**src/rtl/gpu_pkg.sv**
```systemverilog
// Shared GPU constants and types: screen geometry, framebuffer pixel record,
// and the framebuffer write-FSM state encoding.
package gpu_pkg;

  localparam int WIDTH        = 640;
  localparam int HEIGHT       = 480;
  localparam int WIDTH_BITS   = 10;
  localparam int HEIGHT_BITS  = 9;
  localparam int CHANNEL_BITS = 8;
  localparam int FB_ADDR_BITS = 19;
  localparam int RGB_BITS     = 3 * CHANNEL_BITS;

  typedef struct packed {
    logic [FB_ADDR_BITS-1:0] addr;
    logic [RGB_BITS-1:0]     rgb;
  } fb_pixel_t;

  typedef enum logic {
    IDLE = 1'b0,
    REQ  = 1'b1
  } fb_wr_state_t;

  // Row-major linear address; 2^FB_ADDR_BITS >= WIDTH*HEIGHT so it never wraps.
  function automatic logic [FB_ADDR_BITS-1:0] xy_to_addr(
    input logic [WIDTH_BITS-1:0]  x,
    input logic [HEIGHT_BITS-1:0] y
  );
    return FB_ADDR_BITS'(y) * FB_ADDR_BITS'(WIDTH) + FB_ADDR_BITS'(x);
  endfunction

endpackage

```
**src/rtl/fb_pixel_fifo.sv**
```systemverilog
// Synchronous FIFO of fb_pixel_t with combinational read data, full/empty flags
// and synchronous active-low reset. A push while full succeeds only with a pop.
module fb_pixel_fifo
  import gpu_pkg::*;
#(
  parameter int DEPTH = 8
) (
  input  logic      clk,
  input  logic      n_rst,
  input  logic      push_i,
  input  fb_pixel_t pix_i,
  input  logic      pop_i,
  output fb_pixel_t pix_o,
  output logic      full_o,
  output logic      empty_o
);

  localparam int PTR_W = $clog2(DEPTH);

  logic [PTR_W:0] wr_ptr_q, wr_ptr_d;
  logic [PTR_W:0] rd_ptr_q, rd_ptr_d;
  fb_pixel_t      mem_q [DEPTH];
  logic           push_ok;
  logic           pop_ok;

  // Pointers carry one wrap bit so full and empty are distinguishable.
  assign empty_o = (wr_ptr_q == rd_ptr_q);
  assign full_o  = (wr_ptr_q[PTR_W] != rd_ptr_q[PTR_W]) &&
                   (wr_ptr_q[PTR_W-1:0] == rd_ptr_q[PTR_W-1:0]);
  assign push_ok = push_i && (!full_o || pop_i);
  assign pop_ok  = pop_i && !empty_o;
  assign pix_o   = mem_q[rd_ptr_q[PTR_W-1:0]];

  always_comb begin
    wr_ptr_d = wr_ptr_q;
    rd_ptr_d = rd_ptr_q;
    if (push_ok) wr_ptr_d = wr_ptr_q + (PTR_W+1)'(1);
    if (pop_ok)  rd_ptr_d = rd_ptr_q + (PTR_W+1)'(1);
  end

  always_ff @(posedge clk) begin
    if (!n_rst) begin
      wr_ptr_q <= '0;
      rd_ptr_q <= '0;
    end else begin
      wr_ptr_q <= wr_ptr_d;
      rd_ptr_q <= rd_ptr_d;
    end
  end

  always_ff @(posedge clk) begin
    if (push_ok) mem_q[wr_ptr_q[PTR_W-1:0]] <= pix_i;
  end

endmodule

```
**src/rtl/fb_pixel_writer.sv**
```systemverilog
// Rasteriser-to-framebuffer pixel writer: bounds filter, address stage, FIFO and
// req/ack write FSM. Optional FB_PIXEL_DEDUP_EN suppresses repeated (X,Y) pixels.
module fb_pixel_writer
  import gpu_pkg::*;
#(
  parameter int FIFO_DEPTH = 8
) (
  input  logic                    clk,
  input  logic                    n_rst,
  input  logic                    pix_en,
  input  logic [WIDTH_BITS-1:0]   X_i,
  input  logic [HEIGHT_BITS-1:0]  Y_i,
  input  logic [CHANNEL_BITS-1:0] r_i,
  input  logic [CHANNEL_BITS-1:0] g_i,
  input  logic [CHANNEL_BITS-1:0] b_i,
  input  logic                    fb_ack,
  input  logic                    clr_ovf,
  output logic                    fb_wr,
  output logic [FB_ADDR_BITS-1:0] fb_addr,
  output logic [RGB_BITS-1:0]     fb_data,
  output logic                    overflow,
  output logic                    idle,
  output fb_wr_state_t            wr_state_o
);

  logic         in_bounds;
  logic         dup;
  logic         accept;
  logic         stage_vld_q;
  fb_pixel_t    stage_pix_q;
  fb_pixel_t    fifo_rd_pix;
  logic         fifo_full;
  logic         fifo_empty;
  logic         fifo_pop;
  logic         overflow_q, overflow_d;
  fb_wr_state_t state_q, state_d;
  logic [FB_ADDR_BITS-1:0] addr_q, addr_d;
  logic [RGB_BITS-1:0]     data_q, data_d;

  assign in_bounds = (X_i < WIDTH_BITS'(WIDTH)) && (Y_i < HEIGHT_BITS'(HEIGHT));
  assign accept    = pix_en && in_bounds && !dup;

`ifdef FB_PIXEL_DEDUP_EN
  logic                   last_vld_q;
  logic [WIDTH_BITS-1:0]  last_x_q;
  logic [HEIGHT_BITS-1:0] last_y_q;

  assign dup = last_vld_q && (X_i == last_x_q) && (Y_i == last_y_q);

  // Dropping pix_en ends the primitive, so the next one always writes its first pixel.
  always_ff @(posedge clk) begin
    if (!n_rst || !pix_en) begin
      last_vld_q <= 1'b0;
      last_x_q   <= '0;
      last_y_q   <= '0;
    end else if (accept) begin
      last_vld_q <= 1'b1;
      last_x_q   <= X_i;
      last_y_q   <= Y_i;
    end
  end
`else
  assign dup = 1'b0;
`endif

  always_ff @(posedge clk) begin
    if (!n_rst) begin
      stage_vld_q <= 1'b0;
      stage_pix_q <= '0;
    end else begin
      stage_vld_q <= accept;
      stage_pix_q <= '{addr: xy_to_addr(X_i, Y_i), rgb: {r_i, g_i, b_i}};
    end
  end

  fb_pixel_fifo #(.DEPTH(FIFO_DEPTH)) u_fifo (
    .clk     (clk),
    .n_rst   (n_rst),
    .push_i  (stage_vld_q),
    .pix_i   (stage_pix_q),
    .pop_i   (fifo_pop),
    .pix_o   (fifo_rd_pix),
    .full_o  (fifo_full),
    .empty_o (fifo_empty)
  );

  // The stage never stalls: a push into a full FIFO without a pop is lost.
  always_comb begin
    overflow_d = overflow_q;
    if (clr_ovf) overflow_d = 1'b0;
    if (stage_vld_q && fifo_full && !fifo_pop) overflow_d = 1'b1;
  end

  // Handshake: a write transfers on a clk edge where fb_wr=1 and fb_ack=1;
  // while fb_wr=1 and fb_ack=0, fb_addr and fb_data are held stable.
  always_comb begin
    state_d  = state_q;
    addr_d   = addr_q;
    data_d   = data_q;
    fifo_pop = 1'b0;
    case (state_q)
      IDLE: begin
        if (!fifo_empty) begin
          fifo_pop = 1'b1;
          addr_d   = fifo_rd_pix.addr;
          data_d   = fifo_rd_pix.rgb;
          state_d  = REQ;
        end
      end
      REQ: begin
        if (fb_ack) begin
          if (!fifo_empty) begin
            fifo_pop = 1'b1;
            addr_d   = fifo_rd_pix.addr;
            data_d   = fifo_rd_pix.rgb;
          end else begin
            state_d = IDLE;
          end
        end
      end
      default: state_d = IDLE;
    endcase
  end

  always_ff @(posedge clk) begin
    if (!n_rst) begin
      state_q    <= IDLE;
      addr_q     <= '0;
      data_q     <= '0;
      overflow_q <= 1'b0;
    end else begin
      state_q    <= state_d;
      addr_q     <= addr_d;
      data_q     <= data_d;
      overflow_q <= overflow_d;
    end
  end

  assign fb_wr      = (state_q == REQ);
  assign fb_addr    = addr_q;
  assign fb_data    = data_q;
  assign overflow   = overflow_q;
  assign wr_state_o = state_q;
  assign idle       = (state_q == IDLE) && fifo_empty && !stage_vld_q && !accept;

endmodule
```
**config.mk**
```make
export PLATFORM = sky130hd
export DESIGN_NAME = fb_pixel_writer
export DESIGN_NICKNAME = d
export VERILOG_FILES = /design/src/rtl/gpu_pkg.sv /design/src/rtl/fb_pixel_fifo.sv /design/src/rtl/fb_pixel_writer.sv
export SDC_FILE = /design/constraint.sdc
export NUM_CORES = 1
export LEC_CHECK = 0
export ABC_AREA = 1
export BUFFER_PORTS_ARGS = -buffer_cell sky130_fd_sc_hd__clkbuf_2
export CELL_PAD_IN_SITES_DETAIL_PLACEMENT = 0
export CELL_PAD_IN_SITES_GLOBAL_PLACEMENT = 1
export CORE_MARGIN = 4
export CORE_UTILIZATION = 35
export CTS_BUF_LIST = sky130_fd_sc_hd__clkbuf_2 sky130_fd_sc_hd__clkbuf_4 sky130_fd_sc_hd__clkbuf_8
export CTS_CLUSTER_SIZE = 20
export DETAILED_ROUTE_END_ITERATION = 12
export GPL_ROUTABILITY_DRIVEN = 1
export HOLD_SLACK_MARGIN = 0.08
export PLACE_DENSITY = 0.63
export RECOVER_POWER = 100
export SYNTH_ARGS = -nofsm -noshare
export SYNTH_HDL_FRONTEND = slang
export SYNTH_HIERARCHICAL = 1
export SYNTH_SLANG_ARGS = --single-unit
```
**constraint.sdc**
```tcl
create_clock -name clk -period 4.6 [get_ports clk]
set_input_delay 0.69 -clock clk [delete_from_list [all_inputs] [get_ports clk]]
set_output_delay 0.69 -clock clk [all_outputs]
set_load 0.03 [all_outputs]
```
; ---- After elaboration in Yosys (flattened, before gate mapping)
; Memories as Yosys holds them, arrays and structs flattened. A register that Yosys moved wholly into a read port is not among the register bits.
; Cells that the tools add are included.
[classes]
add_sub_neg = 3
mul = 1
magnitude_cmp = 2
n_eq_ne = 4
n_mux = 17
bitwise_logic = 1
n_reduce_logical = 17
[ops]
columns = operator, n
row1 = 24-bit two-way mux, 2
row2 = 24-bit one-hot mux with 2 select lines, 1
row3 = 19-bit two-way mux, 2
row4 = 19-bit one-hot mux with 2 select lines, 1
row5 = 19-bit by 10-bit adder with 19-bit output, 1
row6 = "9-bit by 3-bit multiplier with 12-bit output, second input constant", 1
row7 = 1-bit logical AND, 10
row8 = "10-bit less-than comparator, second input constant", 1
row9 = "9-bit less-than comparator, second input constant", 1
row10 = "4-bit by 1-bit adder with 4-bit output, second input constant", 2
row11 = 1-bit two-way mux, 7
row12 = 3-bit two-way mux, 2
row13 = 1-bit zero test, 5
row14 = 4-bit == test, 1
row15 = 1-bit one-hot mux with 2 select lines, 2
row16 = 3-bit == test, 1
row17 = "2-bit != test, second input constant", 1
row18 = 2-bit nonzero test, 1
row19 = 1-bit logical OR, 1
row20 = 1-bit != test, 1
row21 = 1-bit inverter, 1
[totals]
ff_bits = 97
ramBits = 344
inputBits = 48
out_inout_bits = 47
word_cells = 55
n_memories = 1
[mem_list]
columns = memory, depth, word_bits, rd, rd_clocked_by_memory_dff, wr, line_no
row1 = u_fifo.mem_q, 8, 43, 1, 1, 1, fb_pixel_fifo.sv:22  ; fb_pixel_t mem_q [DEPTH];

; ---- Longest topological paths before layout
; Gate-level depths: netlist of run 1.
[logic_depth]
ltp_word = 8
depth_mapped = 15
mapped_depth_nobuf = 14

; ---- By module
; The synthesis of run 1 kept the hierarchy.
[by_module_without_submodules]
columns = module, instances, cells_each, area_per_inst_um2, seq_area_each_um2
row1 = fb_pixel_fifo, 1, 1100, 13939.6, 10550.1
row2 = fb_pixel_writer, 1, 465, 3539.6, 1781.7

; ---- Worst setup path before layout of run 1
; Ideal clock, no wire load.
[synth_timing]
kind = register to register
startpoint = register u_fifo.wr_ptr_q[0]
endpoint = memory u_fifo/mem_q[0][0] (netlist name), enable pin
setup_time_ns = 0.444
t_arrival_ns = 3.491
t_required_ns = 4.156
path_slack_ns = 0.666
path_stages_with_launch = 14
path_buffers = 1
period_less_slack_ns = 3.934
cell_sequence = dfxtp_1 -> nand2_1 -> nand2_1 -> nor2_4 -> nand3_2 -> inv_1 -> inv_1 -> nand2_1 -> clkinv_1 -> buf_2 -> inv_1 -> nand4_4 -> nand3_1 -> nor2_1
[synth_via]
elab_chain_cells = 8
word_cells_on_any_way = 11
cone_classes = 2 x eq/ne / 5 x mux / 4 x reduce/logical
[synth_rtl]
columns = item, line_no
row1 = "start, declared", fb_pixel_fifo.sv:20  ; logic [PTR_W:0] wr_ptr_q, wr_ptr_d;
row2 = "start signal, assigned", fb_pixel_fifo.sv:46  ; wr_ptr_q <= wr_ptr_d;
row3 = 4-bit == test (*), fb_pixel_fifo.sv:27  ; assign empty_o = (wr_ptr_q == rd_ptr_q);
row4 = via fifo_empty, fb_pixel_writer.sv:33  ; logic fifo_empty;
row5 = 1-bit two-way mux (*), "fb_pixel_writer.sv:103, fb_pixel_writer.sv:112"
row6 = 1-bit two-way mux, fb_pixel_writer.sv:111  ; if (fb_ack) begin
row7 = 1-bit one-hot mux with 2 select lines (*), fb_pixel_writer.sv:101  ; case (state_q)
row8 = via fifo_pop, fb_pixel_writer.sv:34  ; logic fifo_pop;
row9 = 1-bit logical OR (*), fb_pixel_fifo.sv:30  ; assign push_ok = push_i && (!full_o || pop_i);
row10 = 1-bit logical AND (*), fb_pixel_fifo.sv:30
row11 = 1-bit two-way mux (*), fb_pixel_fifo.sv:52  ; if (push_ok) mem_q[wr_ptr_q[PTR_W-1:0]] <= pix_i;
row12 = 1-bit two-way mux (not written as such) (*), fb_pixel_fifo.sv:52
row13 = "end, declared", fb_pixel_fifo.sv:22
; The timed path passes the listed nets; every way through them passes the cells marked *.

; ---- Final worst setup path of run 1
[layout_timing]
startpoint = register u_fifo.wr_ptr_q[0]
endpoint = memory u_fifo/mem_q[2][16] (netlist name), enable pin
[layout_via]
elab_chain_cells = 8
word_cells_on_any_way = 11
cone_classes = 2 x eq/ne / 5 x mux / 4 x reduce/logical
[layout_rtl]
columns = item, line_no
row1 = 4-bit == test (*), fb_pixel_fifo.sv:27
row2 = via fifo_empty, fb_pixel_writer.sv:33
row3 = 1-bit two-way mux (*), "fb_pixel_writer.sv:103, fb_pixel_writer.sv:112"
row4 = 1-bit two-way mux, fb_pixel_writer.sv:111
row5 = 1-bit one-hot mux with 2 select lines (*), fb_pixel_writer.sv:101
row6 = 1-bit logical OR (*), fb_pixel_fifo.sv:30
row7 = 1-bit logical AND (*), fb_pixel_fifo.sv:30
row8 = 1-bit two-way mux (*), fb_pixel_fifo.sv:52
row9 = 1-bit two-way mux (not written as such) (*), fb_pixel_fifo.sv:52
; Marks and branches as above.

==> impl_metrics.json, run 1 <==
{
  "hold_depth": 3,
  "grt_start_max_net_pins": 101,
  "cts_resized": 0,
  "ff2ff_setup_slack_ns": 0.91,
  "antennaDiodeCount": 0,
  "cts.clk_slew.worst_paths_ns": 0.06,
  "cp_top_family": "simple AND/OR/NAND/NOR gates",
  "final_cells": 2408,
  "synth_top_area_share_pct": 59.10,
  "die-area_sq_um": 53580,
  "drive_gt1_share_pct": 12.27,
  "crit_path_max_fanout": 18,
  "io_buffer_count": 94,
  "crit_path_end_kind": "flip-flop",
  "slowest_stage": "clkbuf_1",
  "maxCapViolations": 5,
  "hold_buffers": 0,
  "min_to": "stage_pix_q[9]",
  "drtAntennaViolNets": 0,
  "cts.root.buffer_cell": "clkbuf_8",
  "drt_pass1_iterations": 5,
  "netlist_area_sq_um": 17480,
  "min_period_ns": 3.695,
  "critPathBufInv": 5,
  "gp_congestion": 0.7549,
  "r2r_end": "u_fifo/mem_q[2][16]",
  "final_core_util_pct": 40.78,
  "io_pins": 95,
  "initial_core_util_pct": 35.56,
  "vias": 11440,
  "synth_cell_types": 34,
  "status": "finished with violations",
  "cts_tree": "built",
  "hold_violations": 0,
  "synth_nets": 1634,
  "grt_pass1_vias": 11520,
  "crit_path_cell_trace": "nand2_1, nand2_1, nor2_1, nand3_2, inv_1, inv_1, nand2_1, inv_2, inv_1, nand4_4, nand3_1, nor2_4, clkbuf_1",
  "required_ns": 4.82,
  "htree_levels": 3,
  "dieHeight_microns": 231.5,
  "min-delay-path-class": "in2reg",
  "cellPowerDensity_nw_per_um2": 498.1,
  "peakVddDrop_mv": 0.2034,
  "whs_ns": 0.2520,
  "viasPerCell": 4.751,
  "fin_ws_ns": 0.9054,
  "rows": 81,
  "die_w_microns": 231.5,
  "cts_made_buffers": 77,
  "area_growth_pct": 14.68,
  "ff2ff_path_depth": 13,
  "synth.avg_cell_area_sq_um": 11.17,
  "setup_viol": 0,
  "synth_top_cell_by_area": "edfxtp_1",
  "postCtsSetupBuffers": 0,
  "yosysSeqAreaShare_pct": 70.55,
  "hold_path_startpoint": "g_i[1]",
  "wl_per_cell_microns": 17.50,
  "grt_pass1_wl_microns": 65890,
  "grt_setup_unrepaired": "false",
  "rr_startpoint": "u_fifo/wr_ptr_q[0]",
  "antenna_found_initial": 0,
  "min_period_over_period_pct": 80.32,
  "worstPathArrival_ns": 3.91,
  "relSlewSlack_pct": -97.31,
  "violations": "capacitance limit, slew limit",
  "cts_sinks": 444,
  "setup_tns_ns": 0,
  "coreArea_sq_um": 49150,
  "drv_slew": 181,
  "crit_cells": 13,
  "dp.cells": 2266,
  "wl_microns": 42130,
  "synth_area_leaders": "edfxtp_1, dfxtp_1, nor2_1",
  "drc": 0,
  "dp_hpwl_microns": 23030,
  "worst_pin_slew_ns": 2.960,
  "yosys_register_bits": 444,
  "first_iter_violations": 690,
  "fmax_ghz": 0.2707,
  "grt_use_total_pct": 15.71,
  "startpoint_type": "flip-flop",
  "synth_warnings": 6,
  "grt_overflow": 0,
  "dp_slack_ns": 1.505,
  "clock_path_buffers": 3,
  "finClkSkew_ns": 0.01162,
  "clkLatencyLatePin_ns": 0.62,
  "p_leak_nw": 7.468,
  "fin_nets": 1750,
  "syn_inst": 1565,
  "max_stage_delay_ns": 1.03,
  "critPathKind": "reg2reg"
}
-- worst max-delay path by stage --
stage                             startpoint  slack (ns)                  end
final                     u_fifo/wr_ptr_q[0]        0.91  u_fifo/mem_q[2][16]
after global routing      u_fifo/wr_ptr_q[1]        0.66  u_fifo/mem_q[2][11]
after CTS                 u_fifo/wr_ptr_q[0]        1.47   u_fifo/mem_q[0][2]
after detailed placement  u_fifo/wr_ptr_q[0]        1.51   u_fifo/mem_q[0][9]
after global placement    u_fifo/wr_ptr_q[0]        1.53   u_fifo/mem_q[0][9]
after floorplan           u_fifo/wr_ptr_q[0]        0.67   u_fifo/mem_q[0][0]
-- synthesized netlist by cell type (all sizes together) --
| cell | number |
|---|---|
| a21oi | 61 |
| a31oi | 44 |
| buf | 43 |
| clkbuf | 38 |
| clkinv | 2 |
| dfxtp | 100 |
| edfxtp | 344 |
| fa | 2 |
| ha | 19 |
| inv | 77 |
| nand2 | 240 |
| nand3 | 24 |
| nand3b | 1 |
| nand4 | 5 |
| nor2 | 334 |
| nor3 | 2 |
| o21a | 1 |
| o21ai | 222 |
| xnor2 | 3 |
| xor2 | 3 |
-- per-layer routing --
| metal | global-route usage (%) | part of all wire [%] | vias to the layer above | routed length (microns) |
|---|---|---|---|---|
| met5 | 0 | 0 | - | 0 |
| met4 | 4.886 | 2.1 | 0 | 905 |
| met3 | 3.085 | 4.1 | 67 | 1739 |
| met2 | 26.03 | 47 | 241 | 19850 |
| met1 | 20.91 | 47 | 5503 | 19640 |
| li1 | - | - | 5629 | - |
-- sequential cells by signal, indices dropped and copies added, names as in the netlist, named ones only --
register / count
u_fifo/rd_ptr_q: 4
stage_vld_q: 1
fb_data: 24
stage_pix_q: 43
u_fifo/wr_ptr_q: 4
u_fifo/mem_q: 344
fb_addr: 19
fb_wr: 1
overflow: 1
-- layout by cell type, fill, tap and decap left out, drive strengths merged --
| cell | netlist | routed |
|---|---|---|
| edfxtp | 344 | 344 |
| nor2 | 334 | 334 |
| nand2 | 240 | 240 |
| o21ai | 222 | 222 |
| clkbuf | 38 | 206 |
| dfxtp | 100 | 100 |
| inv | 77 | 78 |
| a21oi | 61 | 61 |
| a31oi | 44 | 44 |
| clkinv | 2 | 33 |
| nand3 | 24 | 24 |
| ha | 19 | 19 |
| buf | 43 | 15 |
| clkinvlp | 0 | 5 |
| nand4 | 5 | 5 |
| xnor2 | 3 | 3 |
| xor2 | 3 | 3 |
| nor3 | 2 | 2 |
| fa | 2 | 2 |
| bufinv | 0 | 2 |
| nand3b | 1 | 1 |
| o21a | 1 | 1 |
-- cell type report --
type                    instances  area (sq um)
fillers                      4763         29110
flip-flops and latches        444         12340
multi-input cells             961          4461
clock buffers                 103          1305
well taps                     664         830.8
repair buffers                118         573.1
inverters                      79         300.3
clock inverters                39         235.2
-- kinds of logic (layout without fill, tap and decap cells) --
kind of cell / Yosys count / in the layout / share of synthesized area (%)
adder cells (fa/ha/maj): 21 / 21 / 1.589
buffers and inverters: 160 / 339 / 4.095
AND/OR/NAND/NOR: 606 / 606 / 13.64
flip-flops: 444 / 444 / 70.55
AO/OA/AOI/OAI: 328 / 328 / 9.742
XOR/XNOR: 6 / 6 / 0.3866
-- power by group --
group	switching (W)	internal (W)	total, W
combinational	0.00126	0.000451	0.00171
clock	0.00157	0.00196	0.00354
sequential	0.000193	0.00454	0.00474
total	0.00303	0.00696	0.00998
-- tightest hold or removal path, cell delays in order --
cell	delay [ns]
clkbuf_2	0.07
nand2_1	0.04
inv_1	0.04
-- through the flow --
stage	area [sq um]	power [W]
floorplan	17480	0.006037
global placement	18620	0.006602
detailed placement	18620	0.006610
CTS	20160	0.01019
global route	20050	0.01055
finish	20050	0.009984
(Power assumes the default switching activity.)
==> run 2: changes to the inputs <==
--- a/config.mk
+++ b/config.mk
@@ -16,7 +16,7 @@
 export DETAILED_ROUTE_END_ITERATION = 12
 export GPL_ROUTABILITY_DRIVEN = 1
 export HOLD_SLACK_MARGIN = 0.08
-export PLACE_DENSITY = 0.63
+export PLACE_DENSITY = 0.65
 export RECOVER_POWER = 100
 export SYNTH_ARGS = -nofsm -noshare
 export SYNTH_HDL_FRONTEND = slang
==> constraint.sdc (replaced) <==
create_clock -name clk -period 3.1 [get_ports clk]
set_input_delay 0.465 -clock clk [delete_from_list [all_inputs] [get_ports clk]]
set_output_delay 0.465 -clock clk [all_outputs]
set_load 0.03 [all_outputs]
==> run 2 against run 1 <==
Against the previous run: global-route usage down 0.32 points; clock skew is 0.021 ns higher; sequential power increased by 47%; die area did not move; critical path type unchanged; cell area up 2.4%; power grew 49%; the flow now finishes without violations; first-iteration DRC count down 3.3%; non-clock buffer count rose by 44; register-to-register slack worse by 0.55 ns; count of clock-buffer cells in the layout grew 1; via count increased by 0.33%.
==> impl_metrics.json, run 2 (synthesized netlist as in run 1, its figures left out) <==
{
  "status": "complete, no violations",
  "first_iter_violations": 667,
  "p_leak_nw": 7.699,
  "relSlewSlack_pct": 18.99,
  "min-delay-path-class": "in2reg",
  "min_period_over_period_pct": 88.43,
  "fmax_ghz": 0.3648,
  "final_common_cell": "edfxtp_1",
  "dp.cells": 2276,
  "final_cells": 2451,
  "detailed_place.area_sq_um": 18800,
  "cellPowerDensity_nw_per_um2": 725.4,
  "drv_slew": 0,
  "wl_per_cell_microns": 16.84,
  "finClkSkew_ns": 0.03255,
  "die_w_microns": 231.5,
  "initial_core_util_pct": 35.56,
  "drt_pass1_iterations": 5,
  "cts_resized": 0,
  "final_core_util_pct": 41.78,
  "maxCapViolations": 0,
  "required_ns": 3.29,
  "fin_ws_ns": 0.3587,
  "stdcell_area_sq_um": 20540,
  "cts.root.buffer_cell": "clkbuf_8",
  "grt_pass1_vias": 11450,
  "critPathKind": "reg2reg",
  "wl_microns": 41270,
  "grt_setup_unrepaired": "false",
  "dp_slack_ns": 0.4162,
  "grt_overflow": 0,
  "viasPerCell": 4.683,
  "clkLatencyLatePin_ns": 0.63,
  "crit_path_end_kind": "flip-flop",
  "coreArea_sq_um": 49150,
  "cts_tree": "built",
  "clock_path_buffers": 3,
  "io_buffer_count": 94,
  "cts.clk_slew.worst_paths_ns": 0.06,
  "dp_hpwl_microns": 23100,
  "cts_sinks": 444,
  "antenna_found_initial": 1,
  "die-area_sq_um": 53580,
  "rows": 81,
  "cts_made_buffers": 77,
  "setup_viol": 0,
  "hold_violations": 0,
  "vias": 11480,
  "drive_gt1_share_pct": 12.49,
  "largest_reg_flops": 344,
  "grt_start_max_net_pins": 93,
  "dieHeight_microns": 231.5,
  "grt_pass1_wl_microns": 64620,
  "drtAntennaViolNets": 0,
  "startpoint_type": "flip-flop",
  "htree_levels": 3,
  "drc": 0,
  "worst_pin_slew_ns": 1.215,
  "area_growth_pct": 17.49,
  "grt_use_total_pct": 15.39,
  "crit_path_max_fanout": 20,
  "peakVddDrop_mv": 0.4627,
  "layout_common_cells": "edfxtp_1, nor2_1, nand2_1",
  "io_pins": 95,
  "worstPathArrival_ns": 2.93,
  "min_period_ns": 2.741,
  "ff2ff_setup_slack_ns": 0.36,
  "gp_congestion": 0.7577,
  "fin_nets": 1794
}
==> run 2: through the flow <==
stage          hold slack, ns  power, W  TNS, ns
2_1_floorplan          0.4950  0.008958   -32.18
3_3_place_gp           0.4575  0.009796        0
3_5_place_dp           0.4638  0.009815        0
4_1_cts                0.1001   0.01522        0
5_1_grt                0.1453   0.01572        0
6_report               0.1632   0.01490        0
==> run 2: metal layers <==
| metal | wire length, microns | vias to the layer above | global-route usage [%] |
|---|---|---|---|
| met2 | 20020 | 229 | 25.44 |
| met3 | 1777 | 52 | 3.147 |
| li1 | - | 5721 | - |
| met4 | 674 | 0 | 4.661 |
| met5 | 0 | - | 0 |
| met1 | 18800 | 5476 | 20.54 |
==> run 2: cell type report <==
type | count | area, sq um
sequential | 444 | 12340
timing repair buffer | 162 | 1077
fill | 4672 | 28620
clock inverter | 36 | 249.0
clock buffer | 104 | 1294
tap | 664 | 830.8
antenna | 1 | 2.502
multi-input combinational | 961 | 4442
inverter | 79 | 300.3
==> run 2: where the power goes <==
part / total [W] / internal, W / switching (W)
logic: 0.00265 / 0.000731 / 0.00192
registers: 0.00696 / 0.00674 / 0.000221
clock network: 0.00529 / 0.00297 / 0.00232
==> run 2: path summary, 6_finish.rpt <==
path                            from                   to  cells past startpoint
setup / recovery  u_fifo/wr_ptr_q[1]  u_fifo/mem_q[1][40]                     14
hold / removal                X_i[7]      stage_pix_q[31]                      4
setup reg to reg  u_fifo/wr_ptr_q[1]  u_fifo/mem_q[1][40]                     14
hold reg to reg             overflow             overflow                      2
==> run 2: what timing repair did <==
item | CTS | global route
buffers inserted | 0 | 0
hold endpoints to repair | 34 | 0
hold buffers | 34 | 0
==> run 2: critical path, cell delays in order, from the launching register on <==
cell	delay, ns
dfxtp_1	0.41
inv_1	0.09
nand2_1	0.06
nand2_1	0.08
nor2_4	0.16
nand3_1	0.16
inv_1	0.11
inv_1	0.06
nand2_1	0.09
inv_2	0.04
inv_1	0.08
nand4_4	0.17
nand3_2	0.20
nor2_1	0.07
clkbuf_2	0.48
==> run 3: changes to the inputs <==
--- a/config.mk
+++ b/config.mk
@@ -16,7 +16,7 @@
 export DETAILED_ROUTE_END_ITERATION = 12
 export GPL_ROUTABILITY_DRIVEN = 1
 export HOLD_SLACK_MARGIN = 0.08
-export PLACE_DENSITY = 0.65
+export PLACE_DENSITY_LB_ADDON = 0.1
 export RECOVER_POWER = 100
 export SYNTH_ARGS = -nofsm -noshare
 export SYNTH_HDL_FRONTEND = slang
==> run 3 against run 2 <==
Against the previous run: register-to-register slack better by 0.06 ns; global-route usage is 0.95 points higher; clock skew is 0.0010 ns lower; cell count is 0.16% higher; combinational power hardly changed; worst hold slack worse by 0.038 ns; routed wire length is 5.5% higher; critical path depth is 1 lower; critical path type unchanged; sequential power hardly changed; core utilization is 0.25 points higher.
==> impl_metrics.json, run 3 (synthesized netlist as in run 1, its figures left out) <==
{
  "grt_pass1_vias": 11670,
  "relSlewSlack_pct": 26.72,
  "fmax_ghz": 0.3723,
  "hold_buffers": 33,
  "viasPerCell": 4.718,
  "setup_tns_ns": 0,
  "fin_nets": 1792,
  "fillCellCount": 4782,
  "dp_hpwl_microns": 22270,
  "min-delay-path-class": "in2reg",
  "worst_pin_slew_ns": 1.099,
  "vias": 11580,
  "hold_path_startpoint": "fb_ack",
  "die-area_sq_um": 53580,
  "cts.clk_slew.worst_paths_ns": 0.06,
  "clkLatencyLatePin_ns": 0.65,
  "htree_levels": 3,
  "status": "complete, no violations",
  "layout_common_cells": "edfxtp_1, nor2_1, nand2_1",
  "final_common_cell": "edfxtp_1",
  "coreArea_sq_um": 49150,
  "cts.root.buffer_cell": "clkbuf_8",
  "maxCapViolations": 0,
  "required_ns": 3.37,
  "cts_sinks": 444,
  "grt_use_total_pct": 16.34,
  "startpoint_type": "flip-flop",
  "dieHeight_microns": 231.5,
  "worstPathArrival_ns": 2.95,
  "gp_congestion": 0.7214,
  "crit_path_max_fanout": 39,
  "setup_viol": 0,
  "postCtsSetupBuffers": 0,
  "die_w_microns": 231.5,
  "final_cells": 2455,
  "io_buffer_count": 94,
  "drc": 0,
  "grt_overflow": 0,
  "p_leak_nw": 7.767,
  "fin_ws_ns": 0.4140,
  "cts_made_buffers": 79,
  "min_to": "fb_wr",
  "io_pins": 95,
  "grt_setup_unrepaired": "false",
  "peakVddDrop_mv": 0.3318,
  "drive_gt1_share_pct": 13.24,
  "area_growth_pct": 18.19,
  "dp.cells": 2273,
  "rows": 81,
  "critPathKind": "reg2reg",
  "drt_pass1_iterations": 4,
  "drtAntennaViolNets": 0,
  "ff2ff_path_depth": 13,
  "grt_pass1_wl_microns": 67540,
  "wl_per_cell_microns": 17.73,
  "cts_resized": 0,
  "cellPowerDensity_nw_per_um2": 740.9,
  "rr_startpoint": "u_fifo/wr_ptr_q[1]",
  "dp_slack_ns": 0.4301,
  "min_period_ns": 2.686,
  "whs_ns": 0.1256,
  "drv_slew": 0,
  "clock_path_buffers": 3,
  "cts_tree": "built",
  "crit_path_end_kind": "flip-flop",
  "finClkSkew_ns": 0.03151,
  "wl_microns": 43540,
  "first_iter_violations": 602,
  "initial_core_util_pct": 35.56,
  "largest_reg_flops": 344,
  "ff2ff_setup_slack_ns": 0.41,
  "hold_depth": 4,
  "antenna_found_initial": 1,
  "min_period_over_period_pct": 86.64,
  "r2r_end": "u_fifo/mem_q[6][10]",
  "grt_start_max_net_pins": 120,
  "hold_violations": 0
}
-- run 3: metal layers --
layer,GRT usage (%),share of wire (%),up-vias
met5,0,0,-
met4,4.905,2.0,0
met3,3.564,3.7,71
met2,27.47,48,187
met1,21.28,46,5603
li1,-,-,5721
-- run 3: layout make-up --
cell class | count | area [sq um] | share of cell area [%]
Sequential cell | 444 | 12340 | 59.74
Multi-Input combinational cell | 961 | 4425 | 21.42
Clock buffer | 128 | 1511 | 7.316
Timing Repair Buffer | 158 | 1080 | 5.227
Tap cell | 664 | 830.8 | 4.022
Inverter | 79 | 300.3 | 1.454
Clock inverter | 20 | 167.7 | 0.8116
Antenna cell | 1 | 2.502 | 0.01211
-- run 3: worst max-delay path by stage --
| stage | from | endpoint | slack, ns | cells after the start |
|---|---|---|---|---|
| after floorplan | u_fifo/wr_ptr_q[0] | u_fifo/mem_q[6][0] | -0.19 | 13 |
| after global placement | Y_i[1] | stage_pix_q[40] | 0.45 | 14 |
| after detailed placement | Y_i[1] | stage_pix_q[40] | 0.43 | 14 |
| after CTS | u_fifo/wr_ptr_q[0] | idle | 0.39 | 11 |
| after global routing | u_fifo/wr_ptr_q[0] | u_fifo/mem_q[4][8] | 0.12 | 14 |
| final | u_fifo/wr_ptr_q[1] | u_fifo/mem_q[6][10] | 0.41 | 13 |
-- run 3: per-stage QoR --
step	util, %	area (sq um)	total power, W
after CTS	42.36	20820	0.01568
after detailed placement	38.28	18810	0.009882
after global routing	42.03	20660	0.01617
after floorplan	-	17510	0.008958
after global placement	38.28	18810	0.009864
final	42.03	20660	0.01531
-- run 3: critical path, cell delays in order (launching register included) --
cell and delay (ns):
dfxtp_1 0.42, nand2_1 0.08, nand2_1 0.11, nor2_4 0.06, nand3_1 0.13, inv_1 0.08
inv_1 0.07, nand2_1 0.06, inv_1 0.07, inv_1 0.06, nand4_4 0.14, nand3_1 0.29
nor2_4 0.27, buf_6 0.44
-- run 3: power by group --
group | total (W) | internal, W | switching (W) | leakage [nW]
logic | 0.00268 | 0.000742 | 0.00194 | 2.91
clock network | 0.00567 | 0.00327 | 0.00240 | 0.889
registers | 0.00696 | 0.00674 | 0.000215 | 3.97
